## src/rtl/riscv_hazard_ctrl_pkg.sv

```systemverilog
// Shared definitions for the RV32I pipeline hazard controller:
// FSM encodings, default sizing and small register-address helpers.
package riscv_hazard_ctrl_pkg;

  // Decode-side fence handling: RUN normally, DRAIN while a fence waits
  // for every outstanding load to retire.
  typedef enum logic [0:0] {
    HC_RUN   = 1'b0,
    HC_DRAIN = 1'b1
  } hc_state_e;

  localparam int HC_MAX_OUT_DEF = 2;
  localparam int HC_CNT_W_DEF   = 32;

  // One-hot mask selecting a single architectural register in the bitmap.
  function automatic logic [31:0] reg_onehot(input logic [4:0] addr);
    reg_onehot = 32'h0000_0001 << addr;
  endfunction

endpackage

```

## src/rtl/riscv_scoreboard.sv

```systemverilog
// Load scoreboard: bitmap of registers awaiting a load writeback, count of
// outstanding loads and a sticky flag for completions with nothing in flight.
module riscv_scoreboard
  import riscv_hazard_ctrl_pkg::*;
(
  input  logic        clk,
  input  logic        rst_n,
  input  logic        issue_long,   // a load leaves decode this cycle
  input  logic        set_en,       // that load writes a nonzero rd
  input  logic [4:0]  set_addr,
  input  logic        clr_en,       // a load writeback completes
  input  logic [4:0]  clr_addr,
  output logic [31:0] pending,
  output logic [2:0]  out_cnt,
  output logic        underflow
);

  logic [31:0] pending_r;
  logic [31:0] pending_next_s;
  logic [2:0]  out_cnt_r;
  logic [2:0]  out_cnt_next_s;
  logic        underflow_r;
  logic        dec_s;
  logic        bad_done_s;

  // A completion only retires a load when one is actually outstanding.
  assign dec_s      = clr_en & (out_cnt_r != 3'd0);
  assign bad_done_s = clr_en & (out_cnt_r == 3'd0);

  // Next bitmap and count; x0 never tracked, set and clear never collide
  // because a WAW hazard blocks issuing to a still-pending rd.
  always_comb begin
    pending_next_s = pending_r;
    out_cnt_next_s = out_cnt_r;
    if (dec_s) begin
      pending_next_s = pending_next_s & ~reg_onehot(clr_addr);
    end else begin
      pending_next_s = pending_next_s;
    end
    if (issue_long && set_en) begin
      pending_next_s = pending_next_s | reg_onehot(set_addr);
    end else begin
      pending_next_s = pending_next_s;
    end
    pending_next_s[0] = 1'b0;
    if (issue_long && !dec_s) begin
      out_cnt_next_s = out_cnt_r + 3'd1;
    end else if (!issue_long && dec_s) begin
      out_cnt_next_s = out_cnt_r - 3'd1;
    end else begin
      out_cnt_next_s = out_cnt_r;
    end
  end

  // Scoreboard state registers with sticky underflow capture.
  always_ff @(posedge clk or negedge rst_n) begin
    if (!rst_n) begin
      pending_r   <= 32'h0000_0000;
      out_cnt_r   <= 3'd0;
      underflow_r <= 1'b0;
    end else begin
      pending_r   <= pending_next_s;
      out_cnt_r   <= out_cnt_next_s;
      underflow_r <= underflow_r | bad_done_s;
    end
  end

  assign pending   = pending_r;
  assign out_cnt   = out_cnt_r;
  assign underflow = underflow_r;

endmodule

```

## src/rtl/riscv_hazard_ctrl.sv

```systemverilog
// Pipeline hazard controller: combines scoreboard lookups, capacity and
// fence conditions into IF/ID stall and flush enables, handles redirects,
// and counts stall cycles.
module riscv_hazard_ctrl
  import riscv_hazard_ctrl_pkg::*;
#(
  parameter int MAX_OUT = HC_MAX_OUT_DEF,
  parameter int CNT_W   = HC_CNT_W_DEF
) (
  input  logic             i_clk,
  input  logic             i_rstn,
  input  logic             i_id_valid,
  input  logic [4:0]       i_id_rs1_addr,
  input  logic [4:0]       i_id_rs2_addr,
  input  logic [4:0]       i_id_rd_addr,
  input  logic             i_id_uses_rs1,
  input  logic             i_id_uses_rs2,
  input  logic             i_id_reg_write,
  input  logic             i_id_long,
  input  logic             i_id_fence,
  input  logic             i_ex_redirect,
  input  logic             i_lsu_done,
  input  logic [4:0]       i_lsu_rd_addr,
  output logic             o_stall_if,
  output logic             o_stall_id,
  output logic             o_flush_id,
  output logic             o_flush_ex,
  output logic             o_issue,
  output logic [31:0]      o_pending,
  output logic             o_busy,
  output logic             o_underflow,
  output logic [CNT_W-1:0] o_stall_cnt
);

  hc_state_e        state_r;
  hc_state_e        state_next_s;
  logic [31:0]      pending_s;
  logic [2:0]       out_cnt_s;
  logic             raw_s;
  logic             waw_s;
  logic             cap_s;
  logic             fwait_s;
  logic             stall_s;
  logic             issue_s;
  logic             rd_nz_s;
  logic [CNT_W-1:0] stall_cnt_r;

  assign rd_nz_s = (i_id_rd_addr != 5'd0);

  // Hazards use registered pending only, so a same-cycle writeback still stalls.
  assign raw_s   = (i_id_uses_rs1 & (i_id_rs1_addr != 5'd0) & pending_s[i_id_rs1_addr]) |
                   (i_id_uses_rs2 & (i_id_rs2_addr != 5'd0) & pending_s[i_id_rs2_addr]);
  assign waw_s   = i_id_reg_write & rd_nz_s & pending_s[i_id_rd_addr];
  assign cap_s   = i_id_long & (out_cnt_s == 3'(MAX_OUT));
  assign fwait_s = i_id_fence & (out_cnt_s != 3'd0);

  // A redirect squashes decode, so it overrides any stall.
  assign stall_s = i_id_valid & ~i_ex_redirect &
                   (raw_s | waw_s | cap_s | fwait_s | (state_r == HC_DRAIN));
  assign issue_s = i_id_valid & ~stall_s & ~i_ex_redirect;

  riscv_scoreboard u_scoreboard (
    .clk        (i_clk),
    .rst_n      (i_rstn),
    .issue_long (issue_s & i_id_long),
    .set_en     (i_id_reg_write & rd_nz_s),
    .set_addr   (i_id_rd_addr),
    .clr_en     (i_lsu_done),
    .clr_addr   (i_lsu_rd_addr),
    .pending    (pending_s),
    .out_cnt    (out_cnt_s),
    .underflow  (o_underflow)
  );

  // Fence FSM next state: enter DRAIN on a blocked fence, leave once empty
  // or when the fence is squashed by a redirect.
  always_comb begin
    state_next_s = state_r;
    case (state_r)
      HC_RUN: begin
        if (i_id_valid && i_id_fence && (out_cnt_s != 3'd0) && !i_ex_redirect) begin
          state_next_s = HC_DRAIN;
        end else begin
          state_next_s = HC_RUN;
        end
      end
      HC_DRAIN: begin
        if ((out_cnt_s == 3'd0) || i_ex_redirect) begin
          state_next_s = HC_RUN;
        end else begin
          state_next_s = HC_DRAIN;
        end
      end
      default: state_next_s = HC_RUN;
    endcase
  end

  // Fence FSM state register.
  always_ff @(posedge i_clk or negedge i_rstn) begin
    if (!i_rstn) begin
      state_r <= HC_RUN;
    end else begin
      state_r <= state_next_s;
    end
  end

  // Saturating count of decode stall cycles.
  always_ff @(posedge i_clk or negedge i_rstn) begin
    if (!i_rstn) begin
      stall_cnt_r <= {CNT_W{1'b0}};
    end else if (stall_s && !(&stall_cnt_r)) begin
      stall_cnt_r <= stall_cnt_r + {{(CNT_W-1){1'b0}}, 1'b1};
    end else begin
      stall_cnt_r <= stall_cnt_r;
    end
  end

  assign o_stall_if  = stall_s;
  assign o_stall_id  = stall_s;
  assign o_flush_id  = i_ex_redirect;
  assign o_flush_ex  = i_ex_redirect | stall_s;
  assign o_issue     = issue_s;
  assign o_pending   = pending_s;
  assign o_busy      = (out_cnt_s != 3'd0);
  assign o_stall_cnt = stall_cnt_r;

endmodule

```

## config.mk

```make
export PLATFORM = sky130hd
export DESIGN_NAME = riscv_hazard_ctrl
export DESIGN_NICKNAME = d
export VERILOG_FILES = /design/src/rtl/riscv_hazard_ctrl_pkg.sv /design/src/rtl/riscv_scoreboard.sv /design/src/rtl/riscv_hazard_ctrl.sv
export SDC_FILE = /design/constraint.sdc
export NUM_CORES = 1
export LEC_CHECK = 0
export ABC_AREA = 1
export ABC_CLOCK_PERIOD_IN_PS = 2730
export CAP_MARGIN = 15
export CORE_MARGIN = 4
export CORE_UTILIZATION = 41
export DETAILED_ROUTE_END_ITERATION = 6
export PLACE_DENSITY = 0.77
export SLEW_MARGIN = 15
export SYNTH_ARGS = -nofsm -noshare
export SYNTH_HDL_FRONTEND = slang
export SYNTH_SLANG_ARGS = --single-unit
```

## constraint.sdc

```tcl
create_clock -name i_clk -period 2.73 [get_ports i_clk]
set_input_delay 0.6825 -clock i_clk [delete_from_list [all_inputs] [get_ports i_clk]]
set_output_delay 0.6825 -clock i_clk [all_outputs]
set_load 0.005 [all_outputs]
```

==> results.yml <==
setup_path:
  crit_buf_inv: 5
  slowest_delay_ns: 0.22
  cp_max_fo: 7
  endpoint_kind: "primary output"
  cp.arrival_ns: 2.18
  crit_family: "simple AND/OR/NAND/NOR gates"
  path_cells: "buf_12 > inv_4 > buf_6 > nand2_2 > nand3_2 > nand2_1 > nand2_1 > nand2_1 > nor2_1 > nand2_1 > nand3_2 > nand4_1 > nand2_1 > inv_2 > or2_4 > buf_6"
  crit_type: "in -> out"
  crit_slowest_cell: "or2_4"
  startpoint_type: "primary input"
  crit_top_cell: "nand2_1"
  crit_required_ns: 2.05
detailed_routing:
  met3WireLength_mm: 1.612
  drt.antenna.violating_nets: 0
  top_layer_used: "met4"
  met2_length_mm: 8.473
  m1WireLength_mm: 8.131
  dr.pass1.iters: 7
  vias: 6190
  wl_mm: 18.80
  vias_per_cell: 5.355
  drtIter0Drc: 702
  wire_per_inst_um: 16.26
  drcViolationCount: 0
final_layout:
  fill_cells: 1063
  fin_cells: 1156
  diodes: 0
  syn2layout_area_growth_pct: 53.96
  nets: 1016
  drive_above_1_share_pct: 23.68
  fin_util_pct: 64.94
  multiInputGateArea_mm2: 0.002957
  regArea_mm2: 0.001703
sta:
  relSlewSlack_pct: 41.34
  final-hold-violation-count: 0
  layout_setup_ws_ns: -0.1285
  max_freq_mhz: 349.8
  fin_crit_sh_pct: 104.7
  rsz0062_at_grt: "yes"
  setup_tns_ns: -0.2218
  setup_violations: 3
  clock_skew_ns: 0.008240
  timing.final.crit_period_ns: 2.859
  worst_pin_slew_ns: 0.8799
  report.final.slew_viol_count: 0
die:
  rows: 40
  die_h_um: 119.4
  die_area_mm2: 0.01425
  dieWidth_um: 119.4
  fp.coreArea_mm2: 0.01206
  ioPinCount: 101
  initial_core_util_pct: 42.18
clock_tree:
  cts_max_path_buffers: 2
  cts.reportedPaths.clkPinSlew_ns: 0.06
  clockRootBuffer: "clkbuf_16"
  numCtsBuffers: 9
  cts_sinks: 68
  htree_levels: 3
  insertion_delay_ns: 0.35
  cts_tree: "yes"
global_routing:
  grt_pass1_wl_mm: 29.39
  antenna_found_initial: 0
  grt_pass1_vias: 5695
  grt_max_degree: 40
  grt-ovfl-total: 0
  grtUsageTotal_pct: 25.95
logic_synthesis:
  synth-seq-cells: 68
  yosys.area.top_type: "dfrtp_1"
  synthFlopType: "dfrtp_1"
  synth_edf_count: 0
  yosysWarnings: 0
  synth_cell_type_count: 34
  ys_seq_area_share_pct: 33.45
  async_reset_ff_share_pct: 100.0
  synth.area.top_cells: "dfrtp_1, nand2_1, inv_1"
  synth_area_mm2: 0.005087
  netlist_instances: 766
  synth_fp_nets: 799
  syn_area_per_cell_um2: 6.641
  synth_top_cell_area_share_pct: 33.45
status:
  violations: "setup timing"
  status: "finished with violations"
pwr:
  leakagePower_nw: 3.537
  p_total_mw: 4.735
  ir_worst_vdd_uv: 443.5
  pwr_density_cell_mw_per_mm2: 604.5
placed_design:
  routabilityCongestion: 0.9773
  port_buffers: 99
  pre_cts_ws_ns: -0.9816
  dp_cells: 1115
  detailed_place_hpwl_mm: 13.84
hold_path:
  hp-class: "in -> async"
run:
  cap_violations: 0
[worst register-to-register path, stage by stage, from the launching register on]
cell and delay [ns]:
dfrtp_1 0.44, buf_4 0.16, nand2_1 0.05, nand2_1 0.05
nand2_1 0.06, nand3_2 0.08, nand3_2 0.07, nand3_2 0.08
nand3_2 0.10, buf_6 0.09, nand2_1 0.05, nor2_2 0.13
nand2_2 0.08, buf_6 0.12, nor2_4 0.09, ha_4 0.13
inv_2 0.04, fa_2 0.39, a21oi_2 0.13, o21ai_1 0.09
xnor2_1 0.13
[stage by stage]
stage | instance area [um2] | hold slack, ns
2_1_floorplan | 5105 | 0.3869
3_3_place_gp | 7066 | 0.4629
3_5_place_dp | 7066 | 0.4645
4_1_cts | 7594 | 0.4792
5_1_grt | 7833 | 0.5061
6_report | 7833 | 0.4533
[repair_timing]
item                                    in CTS  in global routing
setup buffers                                9                  9
gates cloned                                 6                  1
hold buffers                                 0                  0
gates resized for setup                    114                 51
endpoints found under the setup margin       7                  6
pin swaps                                   25                 22
[cells by family (layout without fill, tap and decap cells)]
logic type	Yosys count	after routing	synth area share (%)
flip-flops	68	68	33.45
AO/OA/AOI/OAI	124	124	14.29
buffers and inverters	146	368	11.66
other	1	1	0.07371
adder cells (fa/ha/maj)	3	3	0.8853
AND/OR/NAND/NOR	392	392	34.14
XOR/XNOR	32	32	5.509
[path summary, 6_finish.rpt]
kind / depth (start not counted) / endpoint / startpoint / slack, ns
max in group asynchronous: 2 / u_scoreboard.pending[15]$_DFF_PN0_ / i_rstn / 1.58
min in group i_clk: 1 / u_scoreboard.underflow$_DFF_PN0_ / u_scoreboard.underflow$_DFF_PN0_ / 0.48
max: 16 / o_flush_ex / i_id_rs1_addr[0] / -0.13
min: 1 / o_stall_cnt[31]$_DFFE_PN0P_ / i_rstn / 0.45
max reg2reg: 20 / u_scoreboard.out_cnt[2]$_DFFE_PN0P_ / u_scoreboard.pending[12]$_DFF_PN0_ / 0.06
min reg2reg: 1 / u_scoreboard.underflow$_DFF_PN0_ / u_scoreboard.underflow$_DFF_PN0_ / 0.48
[flip-flops by register name, indices dropped and copies added, names as in the netlist]
register,count
u_scoreboard.underflow,1
u_scoreboard.out_cnt,3
state_r,1
u_scoreboard.pending,31
o_stall_cnt,32
[power by group]
part / internal, mW / switching, mW
Combinational: 1.21 / 1.02
Clock: 0.636 / 0.449
Sequential: 1.22 / 0.197
[cell usage in the layout (no fill, tap or decap), types with 4 or more instances in the layout]
cell	n
a21oi_1	33
buf_12	8
buf_2	4
buf_4	117
buf_6	17
clkbuf_16	10
clkdlybuf4s50_1	77
dfrtp_1	67
dlygate4sd2_1	6
inv_1	95
inv_2	11
nand2_1	184
nand2_2	11
nand3_1	60
nand3_2	17
nand4_1	30
nor2_1	51
nor2_2	5
nor3_1	16
nor4_1	11
o211ai_1	6
o21ai_1	42
o21bai_1	32
xnor2_1	11
xor2_1	21
[synth_stat cells, types with 14 or more instances]
cell type    n
a21oi_1     35
buf_2       18
dfrtp_1     68
inv_1      103
nand2_1    196
nand3_1     75
nand4_1     30
nor2_1      55
nor3_1      16
o21ai_0     14
o21ai_1     32
o21bai_1    32
xor2_1      21
[area by class of cell]
class / count / share of cell area, %
clock buffer: 12 / 3.147
multi-input combinational: 552 / 37.75
inverter: 111 / 5.591
tap: 168 / 2.684
timing repair inverter: 1 / 0.09585
sequential: 68 / 21.74
clock inverter: 4 / 0.3195
timing repair buffer: 240 / 28.67
[metal layers]
layer / vias up / global-route usage, %
li1: 2936 / -
met1: 2857 / 35.75
met2: 345 / 39.28
met3: 52 / 6.315
met4: 0 / 10.09
met5: - / 0
Note: power is estimated with default switching activity, not from simulation.
